### src/rtl/fifo_word_reader.sv
// fifo_word_reader: read-side consumer for the byte FIFO. Pops bytes while the
// FIFO is non-empty, packs WORD_BYTES of them little-endian into one word and
// offers that word downstream on a valid/ready handshake. A flush request
// emits a zero-padded partial word once the FIFO has drained.
module fifo_word_reader #(
  parameter int unsigned WORD_BYTES = 4,
  parameter int unsigned CNT_W      = 16
) (
  input  logic                    rd_clk,
  input  logic                    reset,
  input  logic                    fifo_empty,
  input  logic [7:0]              fifo_data,
  output logic                    fifo_rd,
  input  logic                    flush,
  output logic [8*WORD_BYTES-1:0] word_data,
  output logic [3:0]              word_len,
  output logic                    word_valid,
  input  logic                    word_ready,
  output logic [CNT_W-1:0]        word_count
);

  localparam int unsigned BC_W = (WORD_BYTES > 1) ? $clog2(WORD_BYTES) : 1;

  typedef enum logic {
    FILL = 1'b0,
    OUT  = 1'b1
  } state_t;

  state_t                          state_q,      state_d;
  logic [BC_W-1:0]                 byte_cnt_q,   byte_cnt_d;
  logic [WORD_BYTES-1:0][7:0]      lanes_q,      lanes_d;
  logic                            flush_pend_q, flush_pend_d;
  logic [3:0]                      word_len_q,   word_len_d;
  logic [CNT_W-1:0]                count_q,      count_d;

  // Lane n sits at bits [8n+7:8n]; lanes never shift, byte_cnt selects the slot.
  assign word_data  = lanes_q;
  assign word_len   = word_len_q;
  assign word_count = count_q;

  // Next-state, pop strobe and handshake outputs.
  always_comb begin
    state_d      = state_q;
    byte_cnt_d   = byte_cnt_q;
    lanes_d      = lanes_q;
    flush_pend_d = flush_pend_q | flush;
    word_len_d   = word_len_q;
    count_d      = count_q;
    fifo_rd      = 1'b0;
    word_valid   = 1'b0;

    case (state_q)
      FILL: begin
        if (!fifo_empty) begin
          // Pops take priority over a pending flush; the flush waits for drain.
          fifo_rd             = 1'b1;
          lanes_d[byte_cnt_q] = fifo_data;
          if (byte_cnt_q == BC_W'(WORD_BYTES - 1)) begin
            byte_cnt_d = '0;
            word_len_d = 4'(WORD_BYTES);
            state_d    = OUT;
          end else begin
            byte_cnt_d = byte_cnt_q + 1'b1;
          end
        end else if (flush_pend_q) begin
          // A flush arriving in this same cycle re-arms the pending flag.
          flush_pend_d = flush;
          if (byte_cnt_q != '0) begin
            word_len_d = 4'(byte_cnt_q);
            state_d    = OUT;
          end
        end
      end

      OUT: begin
        word_valid = 1'b1;
        if (word_ready) begin
          count_d    = (count_q == '1) ? count_q : count_q + 1'b1;
          lanes_d    = '0;
          byte_cnt_d = '0;
          state_d    = FILL;
        end
      end

      default: begin
        state_d = FILL;
      end
    endcase

    // No pop is ever issued while reset is asserted.
    if (reset) begin
      fifo_rd = 1'b0;
    end
  end

  // State and datapath registers with synchronous reset.
  always_ff @(posedge rd_clk) begin
    if (reset) begin
      state_q      <= FILL;
      byte_cnt_q   <= '0;
      lanes_q      <= '0;
      flush_pend_q <= 1'b0;
      word_len_q   <= '0;
      count_q      <= '0;
    end else begin
      state_q      <= state_d;
      byte_cnt_q   <= byte_cnt_d;
      lanes_q      <= lanes_d;
      flush_pend_q <= flush_pend_d;
      word_len_q   <= word_len_d;
      count_q      <= count_d;
    end
  end

endmodule

### config.mk
export PLATFORM = sky130hd
export DESIGN_NAME = fifo_word_reader
export DESIGN_NICKNAME = d
export VERILOG_FILES = /design/src/rtl/fifo_word_reader.sv
export SDC_FILE = /design/constraint.sdc
export NUM_CORES = 1
export LEC_CHECK = 0
export ABC_AREA = 1
export BUFFER_PORTS_ARGS = -buffer_cell sky130_fd_sc_hd__buf_2
export CAP_MARGIN = 15
export CELL_PAD_IN_SITES_DETAIL_PLACEMENT = 0
export CELL_PAD_IN_SITES_GLOBAL_PLACEMENT = 1
export CORE_MARGIN = 2
export CORE_UTILIZATION = 30
export DETAILED_ROUTE_END_ITERATION = 10
export HOLD_SLACK_MARGIN = 0.1
export PLACE_DENSITY = 0.71
export RECOVER_POWER = 50
export SLEW_MARGIN = 20
export SYNTH_ARGS = -nofsm -noshare
export SYNTH_HDL_FRONTEND = slang
export SYNTH_SLANG_ARGS = --single-unit
### constraint.sdc
create_clock -name rd_clk -period 2.3 [get_ports rd_clk]
set_input_delay 0.115 -clock rd_clk [delete_from_list [all_inputs] [get_ports rd_clk]]
set_output_delay 0.115 -clock rd_clk [all_outputs]
set_load 0.02 [all_outputs]
* Word level (Yosys, flattened, before mapping) *
Cells that the tools add are included.

storage, ports and cells
  memories = 0
  latch bits = 0
  memory bits (writable) = 0
  bits of input ports = 13
  flip-flop bits (word level) = 56
  ROM bits = 0
  logic and storage cells = 55

cells by class
  bitwise logic cells = 3
  reductions and logical operators = 6
  multiplexer cells = 27
  multiply operators = 0
  shift-type cells = 0
  order comparisons = 2
  add/subtract/negate cells = 2
  div/mod/pow operators = 0
  eq/ne operators = 6

operator list
  kind                                                                          count
  32-bit 2-to-1 mux                                                             2
  32-bit one-hot mux with 2 select lines                                        1
  32-bit bitwise mux                                                            1
  16-bit by 1-bit adder with 16-bit output, second input constant               1
  8-bit demux with 2-bit select                                                 1
  16-bit == test, second input constant                                         1
  4-bit 2-to-1 mux                                                              4
  1-bit 2-to-1 mux                                                              12
  8-bit 2-to-1 mux                                                              1
  2-bit 2-to-1 mux                                                              3
  2-bit by 1-bit inequality test with 1-bit output, second input constant       2
  2-bit inequality test, second input constant                                  2
  2-bit one-hot mux with 2 select lines                                         1
  4-bit AND reduction                                                           1
  2-bit nonzero test                                                            2
  2-bit by 3-bit less-than comparator with 1-bit output, second input constant  1
  3-bit AND reduction                                                           1
  2-bit by 1-bit adder with 2-bit output, second input constant                 1
  2-bit == test, second input constant                                          1
  2-bit by 1-bit >= comparator with 1-bit output, second input constant         1
  1-bit NOT                                                                     2
  1-bit one-hot mux with 2 select lines                                         1
  2-bit AND reduction                                                           1
  1-bit logical AND                                                             1
  1-bit bitwise OR                                                              1

* Logic depth before layout (Yosys ltp) *
Gate-level depths: netlist (run 1).

  word-level depth = 7
  gate-level depth with buffers = 10
  depth with buffers taken out = 10

* Least setup slack after synthesis (run 1) *
OpenSTA, ideal clock, no wires.

  path kind = flip-flop to flip-flop
  from = register count_q[0] (netlist: word_count[0])
  to = register count_q[2] (netlist: word_count[2])
  stages on the path, launching flop included = 10
  data arrival time = 1.448 ns
  clock period less this slack = 1.587 ns
  slack = 0.713 ns
  setup time = 0.139 ns
  buffers on the path = 1
  path through = dfxtp_1 ha_1 inv_1 nor2_2 nand2_2 nor2_2 nor2_4 buf_6 nand2_1 a21oi_2

on the way
  cells in the longest elaborated chain, start to end = 3
  elaborated cells on any way between the ends = 4

ends and longest elaborated chain
  what                                                                                              line  RTL
  from (decl)                                                                                       34    logic [CNT_W-1:0] count_q, count_d;
  from (signal assigned)                                                                            111   count_q <= count_d;
  parallel branches: the longest is 3 deep, another holds 16-bit by 1-bit adder with 16-bit output  -

Parallel ways; which one is timed is not known.
A chain may end at the register's enable or synchronous reset.

* Worst setup path after layout (run 1) *
  from = register state_q
  to = register lanes_q (netlist bit word_data[29])

on the way
  cells in the longest elaborated chain, start to end = 3
  elaborated cells on any way between the ends = 5

ends and longest elaborated chain
  what                             line  RTL
  from (decl)                      29    state_t state_q, state_d;
  from (signal assigned)           106   state_q <= state_d;
  1-bit NOT (no line)              -
  2-bit inequality test (no line)  -
  2-bit AND reduction (no line)    -
  to (signal assigned)             108   lanes_q <= lanes_d;
  to (decl)                        31    logic [WORD_BYTES-1:0][7:0] lanes_q, lanes_d;

Parallel ways exist; a longest one is shown, timed or not.

==> Implementation_results.wiki, run 1 <==
{| class="wikitable"
! Metric !! Value
|-
| Detailed-route wire length per cell || 13.37 um
|-
| Fmax || 0.5810 GHz
|-
| Inserted Clock Buffers || 5
|-
| Post-route setup TNS || 0 ns
|-
| Async set or reset register ratio after synthesis || 0
|-
| Max FO, Critical Path || 10
|-
| Sequential area share after synthesis || 0.4266
|-
| Die outline area || 9363 um^2
|-
| Worst Setup Slack post-DPL || 0.6492 ns
|-
| Number of distinct library cells after synthesis || 31
|-
| Actual slew at the worst max-slew pin || 0.7033 ns
|-
| Combined area of the multi-input logic cells || 1290 um^2
|-
| CP required || 2.57 ns
|-
| Remaining Overflow, GRT || 0
|-
| Die Span X || 96.76 um
|-
| Yosys warning total || 0
|-
| Reg-to-reg slack, setup || 0.58 ns
|-
| Fin crit period || 1.721 ns
|-
| IO Count || 67
|-
| Number of global-route vias before repair || 2266
|-
| Total half-perimeter wirelength after legalization and detailed placement || 4.974 mm
|-
| Number of inserted diodes || 0
|-
| Arrival time reported for the critical path endpoint || 1.99 ns
|-
| Synth Area per Inst || 7.504 um^2
|-
| Number of I/O port buffers || 65
|-
| Core outline area || 8299 um^2
|-
| Maximum Capacitance Violations || 0
|-
| Clock latency of the later-clocked register in the worst-skew pair || 0.32 ns
|-
| Largest net degree at the start of global routing || 33
|-
| Site Rows || 33
|-
| Status || finished clean
|-
| Worst Hold Path Cells || 3
|-
| Leading register cell type out of synthesis || sky130_fd_sc_hd__dfxtp_1
|-
| Number of remaining DRC errors || 0
|-
| Power per cell area || 643.5 nW/um^2
|-
| Post-route standard cell area excluding fillers || 3025 um^2
|-
| Maximum clock skew at final layout || 0.01091 ns
|-
| Fraction of final layout cells with drive strength greater than 1 || 0.1379
|-
| Clock net sink count || 55
|-
| CTS tree || built
|-
| Number of nets in the synthesized netlist || 362
|-
| First-pass GRT wire length || 11.33 mm
|-
| Global-route usage over all layers || 0.1454
|-
| Leading cell types in the layout, fill and taps excluded || 76 x sky130_fd_sc_hd__nand2_1, 55 x sky130_fd_sc_hd__dfxtp_1, 52 x sky130_fd_sc_hd__clkbuf_1
|-
| Worst-case hold path end point || word_data[18]
|-
| Setup-failing EPs final || 0
|-
| Destination of the worst register-to-register timing path || word_data[29]
|-
| Number of vias after detailed routing || 2411
|-
| Leading cell type in the layout, fill and taps excluded || sky130_fd_sc_hd__nand2_1
|-
| Final core utilization || 0.3645
|-
| Max-slew violation total from the final report || 0
|-
| Flop and latch count out of synthesis || 55
|-
| Final weighted congestion in routability-driven placement || 0.8012
|-
| Footprint of the flip-flops and latches || 1101 um^2
|-
| Violation count after the first detailed-route iteration || 89
|-
| Mapped Area || 2581 um^2
|-
| CTS Root Buffer Type || sky130_fd_sc_hd__clkbuf_8
|-
| Effective utilization at floorplan || 0.3110
|-
| Max rail drop VDD || 0.0002585 V
|-
| Worst rel slew slack || 0.5306
|-
| Hold Violations, Final || 0
|-
| Number of cells on the worst reg-to-reg path || 6
|-
| Clock-pin slew reported for the worst setup and hold paths after clock tree synthesis || 0.12 ns
|-
| Worst Hold Class || input port to flop
|-
| Routed WL || 6.831 mm
|-
| Post-route worst setup slack || 0.5789 ns
|-
| CP Launch Type || flop
|-
| Number of levels in the clock H-tree || 2
|-
| Count of flip-flops with a built-in enable after synthesis || 0
|-
| RSZ-0062 raised after global routing || no
|-
| Number of nets in the layout || 423
|-
| Final period utilization || 0.7483
|-
| Number of antenna violations at the first check in global routing || 0
|-
| Cell count after synthesis || 344
|-
| Kind of capture point of the worst setup path || flop
|-
| Standard cell area after detailed placement || 2954 um^2
|-
| Start of the worst register-to-register path || state_q
|-
| Pwr Total || 1.947 mW
|-
| Detail Route Antenna Nets || 0
|-
| Static leakage power || 1.109 nW
|-
| Startpoint-to-endpoint class of the critical path || flop to flop
|-
| Vias per cell || 4.718
|-
| Area growth from synthesis to final layout || 17.21%
|-
| Number of search-and-repair iterations in the first detailed-routing pass || 4
|-
| Die H || 96.76 um
|-
| Fill cell count || 925
|-
| CP startpoint || state_q
|-
| Bufs on Longest Clock Path || 2
|-
| Critical hold path startpoint || fifo_data[2]
|}
==> state kept, by name (all words and copies together), names as in the netlist <==
register,cells
flush_pend_q,1
byte_cnt_q,2
state_q,1
word_count,16
word_len,3
word_data,32
==> repair_timing <==
| action | 4_1_cts | 5_1_grt |
|---|---|---|
| gates resized for setup | 0 | 0 |
| endpoints found under the hold margin | 3 | 0 |
| hold buffers | 2 | 0 |
| buffers inserted | 0 | 0 |
==> cell usage after synthesis, types with 4 or more instances <==
| master | instances | area (um^2) |
|---|---|---|
| sky130_fd_sc_hd__nand2_1 | 75 | 281.5 |
| sky130_fd_sc_hd__nand3b_1 | 4 | 30.03 |
| sky130_fd_sc_hd__nand4_1 | 4 | 25.02 |
| sky130_fd_sc_hd__o21ai_2 | 4 | 35.03 |
| sky130_fd_sc_hd__nand3_1 | 38 | 190.2 |
| sky130_fd_sc_hd__inv_1 | 22 | 82.58 |
| sky130_fd_sc_hd__clkbuf_1 | 5 | 18.77 |
| sky130_fd_sc_hd__o21ai_0 | 11 | 55.05 |
| sky130_fd_sc_hd__a21oi_1 | 38 | 190.2 |
| sky130_fd_sc_hd__ha_1 | 5 | 62.56 |
| sky130_fd_sc_hd__a21oi_2 | 9 | 78.83 |
| sky130_fd_sc_hd__nand2_2 | 11 | 68.82 |
| sky130_fd_sc_hd__nor2_1 | 33 | 123.9 |
| sky130_fd_sc_hd__dfxtp_1 | 55 | 1101 |
==> cell type report <==
cell class              count  share of cell area
clock buffers               5             0.02275
clock inverters             3             0.01654
inverters                  25             0.03184
multi-input cells         250              0.4264
flip-flops and latches     55              0.3639
well taps                 105             0.04342
repair buffers             68             0.09512
==> how the worst max path moves through the flow <==
| stage | end | slack (ns) | depth (start not counted) |
|---|---|---|---|
| 3_5_place_dp | word_len[1] | 0.65 | 7 |
| 4_1_cts | word_len[1] | 0.64 | 7 |
| 2_1_floorplan | word_count[2] | 0.71 | 9 |
| 5_1_grt | word_data[24] | 0.38 | 7 |
| 6_report | word_data[29] | 0.58 | 6 |
| 3_3_place_gp | word_len[0] | 0.72 | 7 |
==> where the power goes <==
part | switching (mW) | internal (mW) | total [mW]
Sequential | 0.0257 | 0.988 | 1.01
Combinational | 0.173 | 0.0659 | 0.239
Clock | 0.358 | 0.337 | 0.694
Total | 0.556 | 1.39 | 1.95
==> worst max-delay path: stages (launching register included) <==
cell	delay [ns]
sky130_fd_sc_hd__dfxtp_1	0.59
sky130_fd_sc_hd__nand2_1	0.24
sky130_fd_sc_hd__nand2_1	0.29
sky130_fd_sc_hd__o21ai_2	0.19
sky130_fd_sc_hd__inv_2	0.16
sky130_fd_sc_hd__o21ai_0	0.09
sky130_fd_sc_hd__nor2_1	0.11
==> per-layer routing <==
metal | GRT usage | wire [um]
met1 | 0.1894 | 3112
met2 | 0.2393 | 3187
met3 | 0.03974 | 466
met4 | 0.03575 | 65
met5 | 0 | 0
==> stage by stage <==
step / cells / hold slack [ns]
finish: 511 / 0.1120
global route: 511 / 0.1081
CTS: 511 / 0.1032
detailed placement: 501 / 0.3849
global placement: 501 / 0.3741
floorplan: 344 / 0.2490
==> cells by family (layout without fill, tap and decap cells) <==
| group | count (synthesis) | count (layout) | share of synthesized area |
|---|---|---|---|
| AO/OA/AOI/OAI | 65 | 65 | 0.1474 |
| XOR/XNOR | 5 | 5 | 0.01697 |
| adder cells (fa/ha/maj) | 5 | 5 | 0.02424 |
| buffers and inverters | 39 | 101 | 0.07271 |
| flip-flops | 55 | 55 | 0.4266 |
| other | 1 | 1 | 0.001453 |
| AND/OR/NAND/NOR | 174 | 174 | 0.3107 |
(Power assumes the default switching activity.)
==> run 2: changes to the inputs <==
==> constraint.sdc (replaced) <==
create_clock -name rd_clk -period 1.6 [get_ports rd_clk]
set_input_delay 0.08 -clock rd_clk [delete_from_list [all_inputs] [get_ports rd_clk]]
set_output_delay 0.08 -clock rd_clk [all_outputs]
set_load 0.02 [all_outputs]
==> Implementation_results.wiki, run 2 (synthesis gave the netlist of run 1 again) <==
{| class="wikitable"
! Metric !! Value
|-
| Standard cell area after detailed placement || 3022 um^2 (+2.3%)
|-
| Total half-perimeter wirelength after legalization and detailed placement || 4.970 mm (about the same)
|-
| Clock net sink count || 55 (unchanged)
|-
| Clock-pin slew reported for the worst setup and hold paths after clock tree synthesis || 0.11 ns (about the same)
|-
| CTS tree || built
|-
| Site Rows || 33 (unchanged)
|-
| Max FO, Critical Path || 22 (+12)
|-
| Pwr Total || 2.712 mW (+39%)
|-
| Inserted Clock Buffers || 5 (unchanged)
|-
| Sequential share of power || 0.536 (+0.015)
|-
| Filler-free cell count of the finished design || 530 (+3.7%)
|-
| Fmax || 0.6748 GHz
|-
| Number of levels in the clock H-tree || 2 (unchanged)
|-
| Die H || 96.76 um (unchanged)
|-
| RSZ-0062 raised after global routing || no
|-
| CTS Root Buffer Type || sky130_fd_sc_hd__clkbuf_8
|-
| Status || finished clean
|-
| Power per cell area || 851.5 nW/um^2 (+32%)
|-
| Proportion of power drawn by the clock network || 0.323 (-0.034)
|-
| Number of nets in the layout || 442 (+4.5%)
|-
| Proportion of power drawn by combinational gates || 0.141 (+0.018)
|-
| Violation count after the first detailed-route iteration || 61 (-31%)
|-
| Arrival time reported for the critical path endpoint || 1.40 ns (-0.59 ns)
|-
| Fraction of power spent switching nets || 0.2958 (+0.009953)
|-
| Number of remaining DRC errors || 0 (unchanged)
|-
| Post-CTS Setup Bufs || 0 (unchanged)
|-
| Detailed-route wire length per cell || 13.43 um (+0.47%)
|-
| Post-route worst setup slack || 0.1180 ns (-0.4609 ns)
|-
| Worst rel slew slack || 0.6643 (+0.1337)
|-
| Fraction of final layout cells with drive strength greater than 1 || 0.1718 (+0.03383)
|-
| Startpoint-to-endpoint class of the critical path || input port to output pin
|-
| Maximum Capacitance Violations || 0 (unchanged)
|-
| Placed Cells incl. Taps || 510 (+1.8%)
|-
| First-pass GRT wire length || 11.57 mm (+2.1%)
|-
| Reported net switching power || 0.8020 mW (+44%)
|-
| Post-route setup TNS || 0 ns (unchanged)
|-
| Routed WL || 7.118 mm (+4.2%)
|-
| Number of search-and-repair iterations in the first detailed-routing pass || 4 (unchanged)
|-
| Static leakage power || 1.201 nW (+8.2%)
|-
| Number of vias after detailed routing || 2491 (+3.3%)
|-
| Max-slew violation total from the final report || 0 (unchanged)
|-
| Fin crit period || 1.482 ns
|-
| Final weighted congestion in routability-driven placement || 0.7761 (-3.1%)
|-
| Remaining Overflow, GRT || 0 (unchanged)
|-
| Maximum clock skew at final layout || 0.009773 ns (-0.001140 ns)
|-
| Post-route standard cell area excluding fillers || 3184 um^2 (+5.3%)
|-
| Internal || 1.910 mW (+37%)
|-
| Die Span X || 96.76 um (unchanged)
|-
| Kind of capture point of the worst setup path || output pin
|-
| Clock latency of the later-clocked register in the worst-skew pair || 0.31 ns (about the same)
|-
| Number of antenna violations at the first check in global routing || 0 (unchanged)
|-
| CP Launch Type || input port
|-
| Leading cell type in the layout, fill and taps excluded || sky130_fd_sc_hd__nand2_1
|-
| Final period utilization || 0.9262
|-
| Actual slew at the worst max-slew pin || 0.5030 ns (-0.2003 ns)
|-
| Number of I/O port buffers || 65 (unchanged)
|-
| Core outline area || 8299 um^2 (unchanged)
|-
| Global-route usage over all layers || 0.1493 (+0.003837)
|-
| Bufs on Longest Clock Path || 2 (unchanged)
|-
| Die outline area || 9363 um^2 (unchanged)
|-
| Hold Violations, Final || 0 (unchanged)
|-
| CP required || 1.52 ns (-1.05 ns)
|-
| Vias per cell || 4.700 (-0.39%)
|-
| Final core utilization || 0.3837 (+0.01915)
|-
| Effective utilization at floorplan || 0.3110 (unchanged)
|-
| Leading cell types in the layout, fill and taps excluded || 75 x sky130_fd_sc_hd__nand2_1, 53 x sky130_fd_sc_hd__dfxtp_1, 50 x sky130_fd_sc_hd__clkbuf_1
|-
| Number of inserted diodes || 0 (unchanged)
|-
| Worst Setup Slack post-DPL || 0.1132 ns (-0.5361 ns)
|-
| Area growth from synthesis to final layout || 23.36%
|-
| Worst Hold Class || input port to flop
|-
| Max reg flops || 32 (unchanged)
|-
| Detail Route Antenna Nets || 0 (unchanged)
|-
| Worst hold slack across all endpoints || 0.3701 ns (+0.2582 ns)
|-
| Largest net degree at the start of global routing || 26 (-21%)
|-
| Number of global-route vias before repair || 2396 (+5.7%)
|-
| IO Count || 67 (unchanged)
|-
| Max rail drop VDD || 0.0004405 V (+70%)
|-
| Setup-failing EPs final || 0 (unchanged)
|}
==> run 2: cell count changes in the layout (fill, tap and decap cells not counted), sizes merged <==
| cell | change |
|---|---|
| buf | +11 |
| dlygate4sd3 | +9 |
| bufinv | -1 |
| clkbuf | -1 |
| nor2 | +1 |
==> run 2: final timing paths <==
kind	from	endpoint	slack [ns]	cells after the start
worst max-delay path	reset	fifo_rd	0.12	5
worst min-delay path	word_ready	word_count[6]	0.37	5
worst max register to register	word_count[1]	word_count[14]	0.13	8
worst min register to register	word_data[7]	word_data[7]	0.47	2
==> run 2: per-layer routing <==
metal	up-vias	wire, um	global-route usage
li1	1285	-	-
met1	1149	3310	0.1927
met2	51	3382	0.2479
met3	6	361	0.04046
met4	0	63	0.03684
met5	-	0	0
==> run 2: area by class of cell <==
| class | count | area, um^2 |
|---|---|---|
| clock buffers | 6 | 82.58 |
| multi-input cells | 251 | 1305 |
| repair buffers | 86 | 447.9 |
| flip-flops and latches | 55 | 1104 |
| inverters | 25 | 96.34 |
| clock inverters | 2 | 17.52 |
| fillers | 921 | 5115 |
| well taps | 105 | 131.4 |
==> run 2: worst max-delay path: stages <==
cell,delay (ns)
sky130_fd_sc_hd__dlygate4sd3_1,0.53
sky130_fd_sc_hd__buf_2,0.16
sky130_fd_sc_hd__buf_4,0.22
sky130_fd_sc_hd__nor2_1,0.21
sky130_fd_sc_hd__buf_2,0.20
==> run 2: repair_timing <==
action,in CTS,in global routing
endpoints found under the hold margin,28,0
gates resized for setup,0,4
endpoints found under the setup margin,0,11
hold buffers,11,0
==> run 2: power groups by stage <==
stage                     logic, mW  registers (mW)  clock network, mW
after global routing          0.424            1.46              0.956
after CTS                     0.397            1.45              0.899
final                         0.383            1.45              0.875
after detailed placement      0.375            1.48                  0
after global placement        0.374            1.48                  0
after floorplan               0.188            1.53                  0
==> run 3: changes to the inputs <==
--- a/config.mk
+++ b/config.mk
@@ -6,7 +6,7 @@
 export NUM_CORES = 1
 export LEC_CHECK = 0
 export ABC_AREA = 1
-export BUFFER_PORTS_ARGS = -buffer_cell sky130_fd_sc_hd__buf_2
+export BUFFER_PORTS_ARGS = -buffer_cell sky130_fd_sc_hd__clkbuf_2
 export CAP_MARGIN = 15
 export CELL_PAD_IN_SITES_DETAIL_PLACEMENT = 0
 export CELL_PAD_IN_SITES_GLOBAL_PLACEMENT = 1
@@ -16,7 +16,6 @@
 export HOLD_SLACK_MARGIN = 0.1
 export PLACE_DENSITY = 0.71
 export RECOVER_POWER = 50
-export SLEW_MARGIN = 20
 export SYNTH_ARGS = -nofsm -noshare
 export SYNTH_HDL_FRONTEND = slang
 export SYNTH_SLANG_ARGS = --single-unit
==> Implementation_results.wiki, run 3 (synthesis gave the netlist of run 1 again) <==
{| class="wikitable"
! Metric !! Value
|-
| Status || finished clean
|-
| Vias per cell || 4.629 (-1.5%)
|-
| Final weighted congestion in routability-driven placement || 0.8097 (+4.3%)
|-
| Static leakage power || 1.200 nW (about the same)
|-
| Post-route setup TNS || 0 ns (unchanged)
|-
| Number of search-and-repair iterations in the first detailed-routing pass || 4 (unchanged)
|-
| Effective utilization at floorplan || 0.3110 (unchanged)
|-
| CP startpoint || byte_cnt_q[0]
|-
| Worst Hold Class || input port to flop
|-
| Global-route met2 utilization || 0.2441 (-0.003739)
|-
| Die outline area || 9363 um^2 (unchanged)
|-
| Clock-pin slew reported for the worst setup and hold paths after clock tree synthesis || 0.11 ns (about the same)
|-
| Reg-to-reg slack, setup || 0.12 ns (about the same)
|-
| Power per cell area || 846.4 nW/um^2 (-0.60%)
|-
| Arrival time reported for the critical path endpoint || 1.69 ns (+0.29 ns)
|-
| Site Rows || 33 (unchanged)
|-
| Largest net degree at the start of global routing || 28 (+7.7%)
|-
| Number of antenna violations at the first check in global routing || 0 (unchanged)
|-
| Number of I/O port buffers || 65 (unchanged)
|-
| Detailed-route wire length per cell || 12.97 um (-3.4%)
|-
| Start of the worst register-to-register path || byte_cnt_q[0]
|-
| Leading cell types in the layout, fill and taps excluded || 75 x sky130_fd_sc_hd__nand2_1, 54 x sky130_fd_sc_hd__dfxtp_1, 52 x sky130_fd_sc_hd__clkbuf_1
|-
| Total half-perimeter wirelength after legalization and detailed placement || 4.976 mm (+0.11%)
|-
| Setup-failing EPs final || 0 (unchanged)
|-
| Number of vias after detailed routing || 2458 (-1.3%)
|-
| Worst rel slew slack || 0.6662 (+0.001892)
|-
| Die Span X || 96.76 um (unchanged)
|-
| Maximum Capacitance Violations || 0 (unchanged)
|-
| Worst-case hold path end point || word_count[7]
|-
| CP Launch Type || flop
|-
| Clock latency of the later-clocked register in the worst-skew pair || 0.31 ns (about the same)
|-
| Violation count after the first detailed-route iteration || 69 (+13%)
|-
| Final period utilization || 0.9219 (-0.004324)
|-
| Fill cell count || 906 (-1.6%)
|-
| Actual slew at the worst max-slew pin || 0.5002 ns (-0.002834 ns)
|-
| GRT met3 Usage || 0.04118 (+0.0007225)
|-
| Number of levels in the clock H-tree || 2 (unchanged)
|-
| First-pass GRT wire length || 11.52 mm (-0.48%)
|-
| Inserted Clock Buffers || 5 (unchanged)
|-
| Worst Hold Path Cells || 5 (unchanged)
|-
| CTS tree || built
|-
| Most crowded layer after global routing || met2
|-
| CTS Root Buffer Type || sky130_fd_sc_hd__clkbuf_8
|-
| Leading cell type in the layout, fill and taps excluded || sky130_fd_sc_hd__nand2_1
|-
| Critical hold path startpoint || word_ready
|-
| Startpoint-to-endpoint class of the critical path || flop to flop
|-
| Global-route usage over all layers || 0.1480 (-0.001320)
|-
| Fraction of final layout cells with drive strength greater than 1 || 0.1643 (-0.007445)
|-
| Met1 Usage GRT || 0.1943 (+0.001519)
|-
| Remaining Overflow, GRT || 0 (unchanged)
|-
| Maximum clock skew at final layout || 0.006926 ns (-0.002846 ns)
|-
| Hold Violations, Final || 0 (unchanged)
|-
| Worst hold slack across all endpoints || 0.2876 ns (-0.08251 ns)
|-
| Max FO, Critical Path || 6 (-73%)
|-
| Area growth from synthesis to final layout || 24.04%
|-
| Destination of the worst register-to-register timing path || word_len[1]
|-
| Core outline area || 8299 um^2 (unchanged)
|-
| Kind of capture point of the worst setup path || flop
|-
| Routed WL || 6.887 mm (-3.2%)
|-
| IO Count || 67 (unchanged)
|-
| Max-slew violation total from the final report || 0 (unchanged)
|-
| Number of global-route vias before repair || 2374 (-0.92%)
|-
| Number of cells on the worst reg-to-reg path || 7 (-1)
|-
| Die H || 96.76 um (unchanged)
|-
| Footprint of the flip-flops and latches || 1102 um^2 (-0.11%)
|-
| CP required || 1.81 ns (+0.29 ns)
|-
| Number of inserted diodes || 0 (unchanged)
|-
| Fin crit period || 1.475 ns (-0.006919 ns)
|-
| Detail Route Antenna Nets || 0 (unchanged)
|-
| Final core utilization || 0.3858 (+0.002110)
|-
| Combined area of the multi-input logic cells || 1306 um^2 (about the same)
|-
| Max rail drop VDD || 0.0004417 V (+0.28%)
|-
| RSZ-0062 raised after global routing || no
|-
| Max reg flops || 32 (unchanged)
|-
| Number of nets in the layout || 443 (+0.23%)
|-
| Bufs on Longest Clock Path || 2 (unchanged)
|-
| Clock net sink count || 55 (unchanged)
|-
| Number of remaining DRC errors || 0 (unchanged)
|-
| Fmax || 0.6779 GHz (+0.47%)
|}
[run 3: cell type report]
| class | count | area share |
|---|---|---|
| flip-flops and latches | 55 | 0.3443 |
| well taps | 105 | 0.04103 |
| inverters | 25 | 0.03009 |
| clock inverters | 2 | 0.006252 |
| clock buffers | 6 | 0.02579 |
| repair buffers | 88 | 0.1446 |
| multi-input cells | 250 | 0.4080 |
[run 3: worst max-delay path by stage]
stage	slack, ns	endpoint	cells after the start
final	0.12	word_len[1]	7
after global routing	0.004	word_len[2]	7
after CTS	0.07	word_len[1]	7
after detailed placement	0.08	word_len[1]	7
after global placement	0.16	word_len[2]	7
after floorplan	0.01	word_count[2]	9
[run 3: report_power, final]
group / switching, mW / total [mW] / internal (mW)
logic: 0.261 / 0.388 / 0.127
clock network: 0.503 / 0.870 / 0.366
registers: 0.0322 / 1.45 / 1.42
[run 3: metrics by stage]
step	total power, mW	area [um^2]	instances	setup WS [ns]
2_1_floorplan	1.721	2581	344	0.01317
3_3_place_gp	1.856	3029	511	0.1621
3_5_place_dp	1.858	3029	511	0.08337
4_1_cts	2.759	3252	531	0.07316
5_1_grt	2.857	3202	531	0.004372
6_report	2.710	3202	531	0.1250
[run 3: timing repair]
action	4_1_cts	5_1_grt
gates resized for setup	0	4
setup buffers	0	0
hold buffers	12	0
hold endpoints to repair	22	0
setup endpoints to repair	0	9
[run 3: worst max-delay path, cell delays in order, from the launching register on]
cell                       delay [ns]
sky130_fd_sc_hd__dfxtp_1         0.44
sky130_fd_sc_hd__inv_1           0.09
sky130_fd_sc_hd__ha_1            0.25
sky130_fd_sc_hd__nand3b_1        0.21
sky130_fd_sc_hd__a21oi_2         0.18
sky130_fd_sc_hd__inv_1           0.09
sky130_fd_sc_hd__nand2_1         0.06
sky130_fd_sc_hd__a21oi_1         0.06
[run 3: layer usage]
layer | routed length [um] | vias up
met2 | 3241 | 56
met3 | 412 | 5
li1 | - | 1286
met4 | 51 | 0
met5 | 0 | -
met1 | 3182 | 1111
